**src/rtl/trace_stream_frontend.sv**
```systemverilog
// rtl/trace_stream_frontend.sv - trace front end: strobe edge detect, event counters, one-deep AXI-Stream output register
//
// Ports
//   clk                 rising-edge clock for all state
//   rst                 synchronous active-high reset
//   sig                 level input to edge-detect
//   sig_pos_edge        sig is 1 now and was 0 last cycle
//   sig_neg_edge        sig is 0 now and was 1 last cycle
//   performance_events  one bit per event, high = event occurs this cycle
//   counters_clear      synchronous clear of all event counters
//   counters            packed counters, counter i at [i*COUNTER_WIDTH +: COUNTER_WIDTH]
//   write_enable        push data_pkt to the stream this cycle
//   data_pkt            packet captured on write_enable
//   tlast_interval      items per packet, 0 disables interval-based tlast
//   tlast               force tlast on the item written this cycle
//   M_AXIS_tvalid       stream valid
//   M_AXIS_tready       stream ready
//   M_AXIS_tdata        stream data
//   M_AXIS_tlast        stream last
//   overflow            sticky: a write was dropped because the register was full

module trace_stream_frontend #(
   parameter int NUM_EVENTS    = 37,
   parameter int COUNTER_WIDTH = 7,
   parameter int DATA_WIDTH    = 512
) (
   input  logic                                clk,
   input  logic                                rst,
   input  logic                                sig,
   output logic                                sig_pos_edge,
   output logic                                sig_neg_edge,
   input  logic [NUM_EVENTS-1:0]               performance_events,
   input  logic                                counters_clear,
   output logic [NUM_EVENTS*COUNTER_WIDTH-1:0] counters,
   input  logic                                write_enable,
   input  logic [DATA_WIDTH-1:0]               data_pkt,
   input  logic [31:0]                         tlast_interval,
   input  logic                                tlast,
   output logic                                M_AXIS_tvalid,
   input  logic                                M_AXIS_tready,
   output logic [DATA_WIDTH-1:0]               M_AXIS_tdata,
   output logic                                M_AXIS_tlast,
   output logic                                overflow
);

   // ------------------------------------------------------------------
   // Edge detector
   // ------------------------------------------------------------------
   logic prev;

   always_ff @(posedge clk) begin
      if (rst) begin
         prev <= 1'b0;
      end else begin
         prev <= sig;
      end
   end

   // Combinational from the live input so the edge is visible in the
   // same cycle sig changes.
   assign sig_pos_edge = sig & ~prev;
   assign sig_neg_edge = ~sig & prev;

   // ------------------------------------------------------------------
   // Event counters
   // ------------------------------------------------------------------
   logic [COUNTER_WIDTH-1:0] cnt [NUM_EVENTS];

   for (genvar i = 0; i < NUM_EVENTS; i++) begin : g_counter
      always_ff @(posedge clk) begin
         if (rst) begin
            cnt[i] <= '0;
         end else if (counters_clear) begin
            // Load the event bit so an event in the clear cycle is counted.
            cnt[i] <= {{(COUNTER_WIDTH-1){1'b0}}, performance_events[i]};
         end else if (performance_events[i]) begin
            cnt[i] <= cnt[i] + 1'b1;
         end
      end

      assign counters[i*COUNTER_WIDTH +: COUNTER_WIDTH] = cnt[i];
   end

   // ------------------------------------------------------------------
   // Stream output register
   // ------------------------------------------------------------------
   logic        xfer;
   logic        accept;
   logic        item_last;
   logic [31:0] item_count;

   // The register frees up in the same cycle its item is taken, so a
   // write can land back-to-back with a completing transfer. tvalid itself
   // is purely registered; tready only steers the next state.
   assign xfer   = M_AXIS_tvalid & M_AXIS_tready;
   assign accept = write_enable & (~M_AXIS_tvalid | M_AXIS_tready);

   assign item_last = tlast |
                      ((tlast_interval != 32'd0) && (item_count == tlast_interval - 32'd1));

   always_ff @(posedge clk) begin
      if (rst) begin
         M_AXIS_tvalid <= 1'b0;
         M_AXIS_tdata  <= '0;
         M_AXIS_tlast  <= 1'b0;
         item_count    <= 32'd0;
         overflow      <= 1'b0;
      end else begin
         if (accept) begin
            M_AXIS_tvalid <= 1'b1;
            M_AXIS_tdata  <= data_pkt;
            M_AXIS_tlast  <= item_last;
            item_count    <= item_last ? 32'd0 : item_count + 32'd1;
         end else if (xfer) begin
            M_AXIS_tvalid <= 1'b0;
         end

         // Full and not draining: the write is lost and the count untouched.
         if (write_enable && !accept) begin
            overflow <= 1'b1;
         end
      end
   end

endmodule

```
**config.mk**
```make
export PLATFORM = sky130hd
export DESIGN_NAME = trace_stream_frontend
export DESIGN_NICKNAME = d
export VERILOG_FILES = /design/src/rtl/trace_stream_frontend.sv
export SDC_FILE = /design/constraint.sdc
export NUM_CORES = 2
export LEC_CHECK = 0
export ABC_AREA = 1
export BUFFER_PORTS_ARGS = -buffer_cell sky130_fd_sc_hd__buf_4
export CAP_MARGIN = 30
export CORE_AREA = 2 2 539 541
export CTS_CLUSTER_SIZE = 16
export DETAILED_ROUTE_END_ITERATION = 6
export DIE_AREA = 0 0 541 543
export PLACE_DENSITY = 0.3
export RECOVER_POWER = 50
export SLEW_MARGIN = 25
export SYNTH_ARGS = -nofsm -noshare
export SYNTH_HDL_FRONTEND = slang
export SYNTH_SLANG_ARGS = --single-unit
```
**constraint.sdc**
```tcl
create_clock -name clk -period 2.7 [get_ports clk]
set_input_delay 0.54 -clock clk [delete_from_list [all_inputs] [get_ports clk]]
set_output_delay 0.54 -clock clk [all_outputs]
set_load 0.02 [all_outputs]
```
== Yosys cells after proc, flatten, opt, wreduce, memory -nomap -nowiden ==
Memory sizes are Yosys's and may differ from the RTL's.
Index checks and enable logic that the tools add are counted.

* Register bits after elaboration: 548
* Bits in writable memories: 259
* Input bits: 588
* Output and inout bits: 776
* Word-level logic and storage cells: 365
* Memories kept: 1

* Add/subtract/negate cells: 39
* Equality and inequality tests: 1
* Mux-type cells: 230
* Bitwise logic cells: 83
* Reduce and logical (&&, ||, !) cells: 5

{| class="wikitable"
|+ Memory list
! name !! words !! bits a word !! read ports !! clocked after Yosys merged registers in !! wr ports !! line !! RTL
|-
| cnt || 37 || 7 || 37 || 0 || 37 || 67 || <nowiki>logic [COUNTER_WIDTH-1:0] cnt [NUM_EVENTS];</nowiki>
|}

{| class="wikitable"
|+ Operators by type and width
! kind !! count
|-
| $mux 7 || 74
|-
| $add 7x1->7 const B || 37
|-
| $mux 1 || 155
|-
| $or 1x1->1 || 76
|-
| $add 32x1->32 const B || 1
|-
| $eq 32x32->1 || 1
|-
| $mux 32 || 1
|-
| $reduce_bool 32->1 || 1
|-
| $sub 32x1->32 const B || 1
|-
| $and 1x1->1 || 4
|-
| $not 1->1 || 3
|-
| $logic_and 1x1->1 || 2
|-
| $reduce_bool 2->1 || 1
|-
| $logic_not 1->1 || 1
|}

== Logic depth before layout (Yosys ltp) ==
* Depth in word-level cells: 5
* Gate-level depth with buffers: 19
* Gate-level depth less buffers: 18

== Least setup slack after synthesis ==
No wires, ideal clock.

* Path type: input-to-reg
* Start: in tlast_interval[0]
* End: reg item_count[5]
* Setup time: 119 ps
* Data arrival time: 2133 ps
* Required time: 2581 ps
* Path slack: 448 ps
* Stages on the path: 18
* Path buffers: 1
* Cells stage by stage: inv_1 -> ha_1 -> nand2_4 -> nor2_8 -> nand2_2 -> nor2_1 -> nand2_1 -> nand3_1 -> nand2_1 -> nor2_1 -> nand2_1 -> nor2_1 -> nand3_1 -> nand2_1 -> nand2_2 -> nand2_4 -> buf_8 -> nor2_2

* Cells in the longest elaborated chain, start to end: 5
* Elaborated cells on any way between the ends: 6
* Those cells by class: 1 x add/sub; 1 x eq/ne; 1 x mux; 1 x bitwise; 2 x reduce/logical

{| class="wikitable"
|+ RTL lines
! what !! line !! RTL
|-
| start, declared || 37 || <nowiki>input logic [31:0] tlast_interval,</nowiki>
|-
| $sub 32x1->32 || 99 || <nowiki>((tlast_interval != 32'd0) && (item_count == tlast_interval - 32'd1));</nowiki>
|-
| $eq 32x32->1 || 99 ||
|-
| $logic_and 1x1->1 * || 99 ||
|-
| $or 1x1->1 * || 98 || <nowiki>assign item_last = tlast |</nowiki>
|-
| $mux 32 * || 113 || <nowiki>item_count <= item_last ? 32'd0 : item_count + 32'd1;</nowiki>
|-
| end signal, assigned || 113 ||
|-
| end, declared || 90 || <nowiki>logic [31:0] item_count;</nowiki>
|}

Mark *: on every way between the ends. The rest lies on a longest branch, timed or not.
A chain may end at the register's enable or synchronous reset.

==> flow_summary.toml <==
[run_status]
status = "finished with violations"
violations = "max-capacitance violations, max-slew violations"

[yosys]
synth.top_cell.area_share_pct = 32.9
synthDistinctLibCells = 42
synth_area_leader_cell = "dfxtp_1"
synth-edff-count = 259
yosysMostFrequentCell = "nor2_1"
synthTopCellsByArea = "dfxtp_1, edfxtp_1, nor2_1, o21ai_0, inv_1"
ys.flop_type = "dfxtp_1"
synth_area_sq_mm = 0.0334
ys_seq_area_share_pct = 56.2
yosys_register_bits = 807
yosysWarnings = 0
netlist_top_cells_count = "nor2_1, o21ai_0, dfxtp_1"
synth_area_per_cell_sq_um = 8.25
synth_nets = 4668
synthCells = 4041
async_flop_share_pct = 0

[route]
via_per_inst = 3.57
post-route-drc-count = 0
vias = 35200
detailedRoute.firstIterationViolations = 1832
wl_per_cell_microns = 22.4
ant_nets = 0
drtPass1Iterations = 5
routed_wl_microns = 220000

[global_routing]
grt_pass1_wl_microns = 297000
grt_pass1_vias = 35500
overflow = 0
grt_start_max_net_pins = 117
antenna_found_initial = 123
grt_usage_pct = 14.4

[placed_design]
hpwl_microns = 181000
io_buffer_count = 1363
place_congestion = 0.839

[sta]
setup-tns-final_ps = 0
setup_viol = 0
tightest_slew_ps = 1710
slew_viol_final = 43
period_share_pct = 91.3
hold_ws_ps = 64.6
slew_headroom_pct = -14.3
final-hold-violation-count = 0
period_minus_slack_ps = 2470
fmax_mhz = 406
fin_worst_skew_ps = 61.4
rsz0062_at_grt = "false"

[pwr]
swShare_pct = 30.3
power.internal_uw = 24400
irDropWorstVdd_mv = 0.577
seq_power_share_pct = 39.7
p_clk_share_pct = 42.7
switching_power_uw = 10600
comb_power_share_pct = 17.6
cellLeakagePower_uw = 0.0231
power_density_mw_per_mm2 = 625

[worst_setup_path]
cp.arrival_ps = 2870
startpoint_type = "input pin"
crit_type = "input pin to flip-flop"
worstSetupEndpointType = "flip-flop"
worstPathRequired_ps = 3100
cp_max_fo = 42

[floorplan]
coreArea_sq_mm = 0.287
boundaryPins = 1364
die_x_microns = 541
initial_core_util_pct = 11.6
rows = 197
die_y_microns = 543
dieArea_sq_mm = 0.294

[clock_network]
post_cts_resize_count = 0
htreeDepth = 3
clock_latency_ps = 850
root_buffer = "clkbuf_16"
cts_tree = "yes"
clock-sinks = 807
cts_buffers = 115
clkTransAtPathRegs_ps = 60
postCtsSetupBuffers = 0
clk_path_buf_depth = 4
hold_buffers = 447

[final_layout]
area_growth_pct = 68.0
drive_above_1_share_pct = 23.5
layout.nets = 6560
fillers = 32600

[hold_path]
hold_path.class = "input pin to flip-flop"

[job]
maxCapViolations = 1
-- power groups by stage --
| stage | clock network (uW) | logic (uW) | registers [uW] |
|---|---|---|---|
| floorplan | 0 | 1460 | 15000 |
| global placement | 0 | 5980 | 14200 |
| detailed placement | 0 | 5950 | 14200 |
| CTS | 15700 | 6670 | 13900 |
| global route | 16100 | 6710 | 14000 |
| finish | 14900 | 6150 | 13900 |
-- critical path: stages --
cell and delay (ps):
buf_4 180, nor2_1 180, clkbuf_2 1180, nand2_1 610
-- per-layer routing --
layer  vias up  share of wire [%]  routed length [microns]  track usage (%)
li1      17000                  -                        -                -
met1     16600                 37                    82000             15.4
met2      1234                 49                   109000             25.5
met3       347                 11                    23700             6.77
met4        20                2.5                     5560             3.23
met5         -              0.054                      120                0
-- cells by family (layout without fill, tap and decap cells) --
group,count (synthesis),count (layout),synth area share [%]
simple gates,1878,1878,22.9
flops,807,807,56.2
compound gates,745,745,11.4
buf+inv,478,2462,5.46
xor+xnor,93,93,2.53
fa+ha+maj,39,39,1.46
mux,1,1,0.0300
other cells,0,32,0
-- cell usage in the layout (no fill, tap or decap), types with 15 or more instances in the layout --
cell / netlist / routed
nor3b_1: 26 / 26
buf_4: 0 / 1165
nand3_1: 78 / 78
o21ai_0: 599 / 596
ha_1: 39 / 39
xor2_1: 50 / 50
inv_1: 293 / 292
diode_2: 0 / 32
a21oi_1: 98 / 98
buf_12: 0 / 25
nand2_1: 279 / 278
nand3b_1: 18 / 18
dlygate4sd3_1: 0 / 447
nor2_2: 26 / 26
clkinv_2: 0 / 15
clkbuf_8: 0 / 21
edfxtp_1: 259 / 259
nor2_1: 1349 / 1349
clkbuf_1: 175 / 359
o22ai_1: 37 / 37
clkbuf_16: 0 / 116
xnor2_1: 41 / 41
nor3_1: 56 / 56
dfxtp_1: 548 / 548
-- registers in the layout, summed over array words and instances, names as in the netlist --
name           cells
item_count        32
M_AXIS_tdata     512
M_AXIS_tvalid      1
overflow           1
cnt              259
M_AXIS_tlast       1
prev               1
-- path summary, 6_finish.rpt --
check / startpoint / to / slack [ps] / cells past startpoint
setup reg to reg: item_count[1]$_SDFFE_PP0P_ / item_count[26]$_SDFFE_PP0P_ / 350 / 12
hold reg to reg: M_AXIS_tdata[359]$_SDFFE_PP0P_ / M_AXIS_tdata[359]$_SDFFE_PP0P_ / 480 / 2
setup / recovery: rst / cnt[1][14]$_DFFE_PP_ / 230 / 4
hold / removal: data_pkt[234] / M_AXIS_tdata[234]$_SDFFE_PP0P_ / 60 / 3
-- metrics by stage --
step / util, % / total power (uW) / std cells / area [sq um] / setup WS (ps)
floorplan: - / 16500 / 4041 / 33400 / 448
global placement: 17.1 / 20100 / 9150 / 49100 / -192
detailed placement: 17.1 / 20100 / 9150 / 49100 / -172
CTS: 19.9 / 36300 / 9806 / 57200 / 263
global route: 19.5 / 36800 / 9819 / 56000 / 113
finish: 19.5 / 35000 / 9838 / 56000 / 235
-- layout make-up --
cell class	count	area [sq um]	area share, %
Sequential cell	807	18700	33.5
Clock inverter	27	255	0.455
Clock buffer	182	3360	6.00
Multi-Input combinational cell	2756	12800	22.8
Tap cell	3781	4730	8.44
Timing Repair Buffer	1958	14900	26.7
Inverter	295	1120	2.00
Antenna cell	32	80.1	0.143
(Power assumes the default switching activity.)
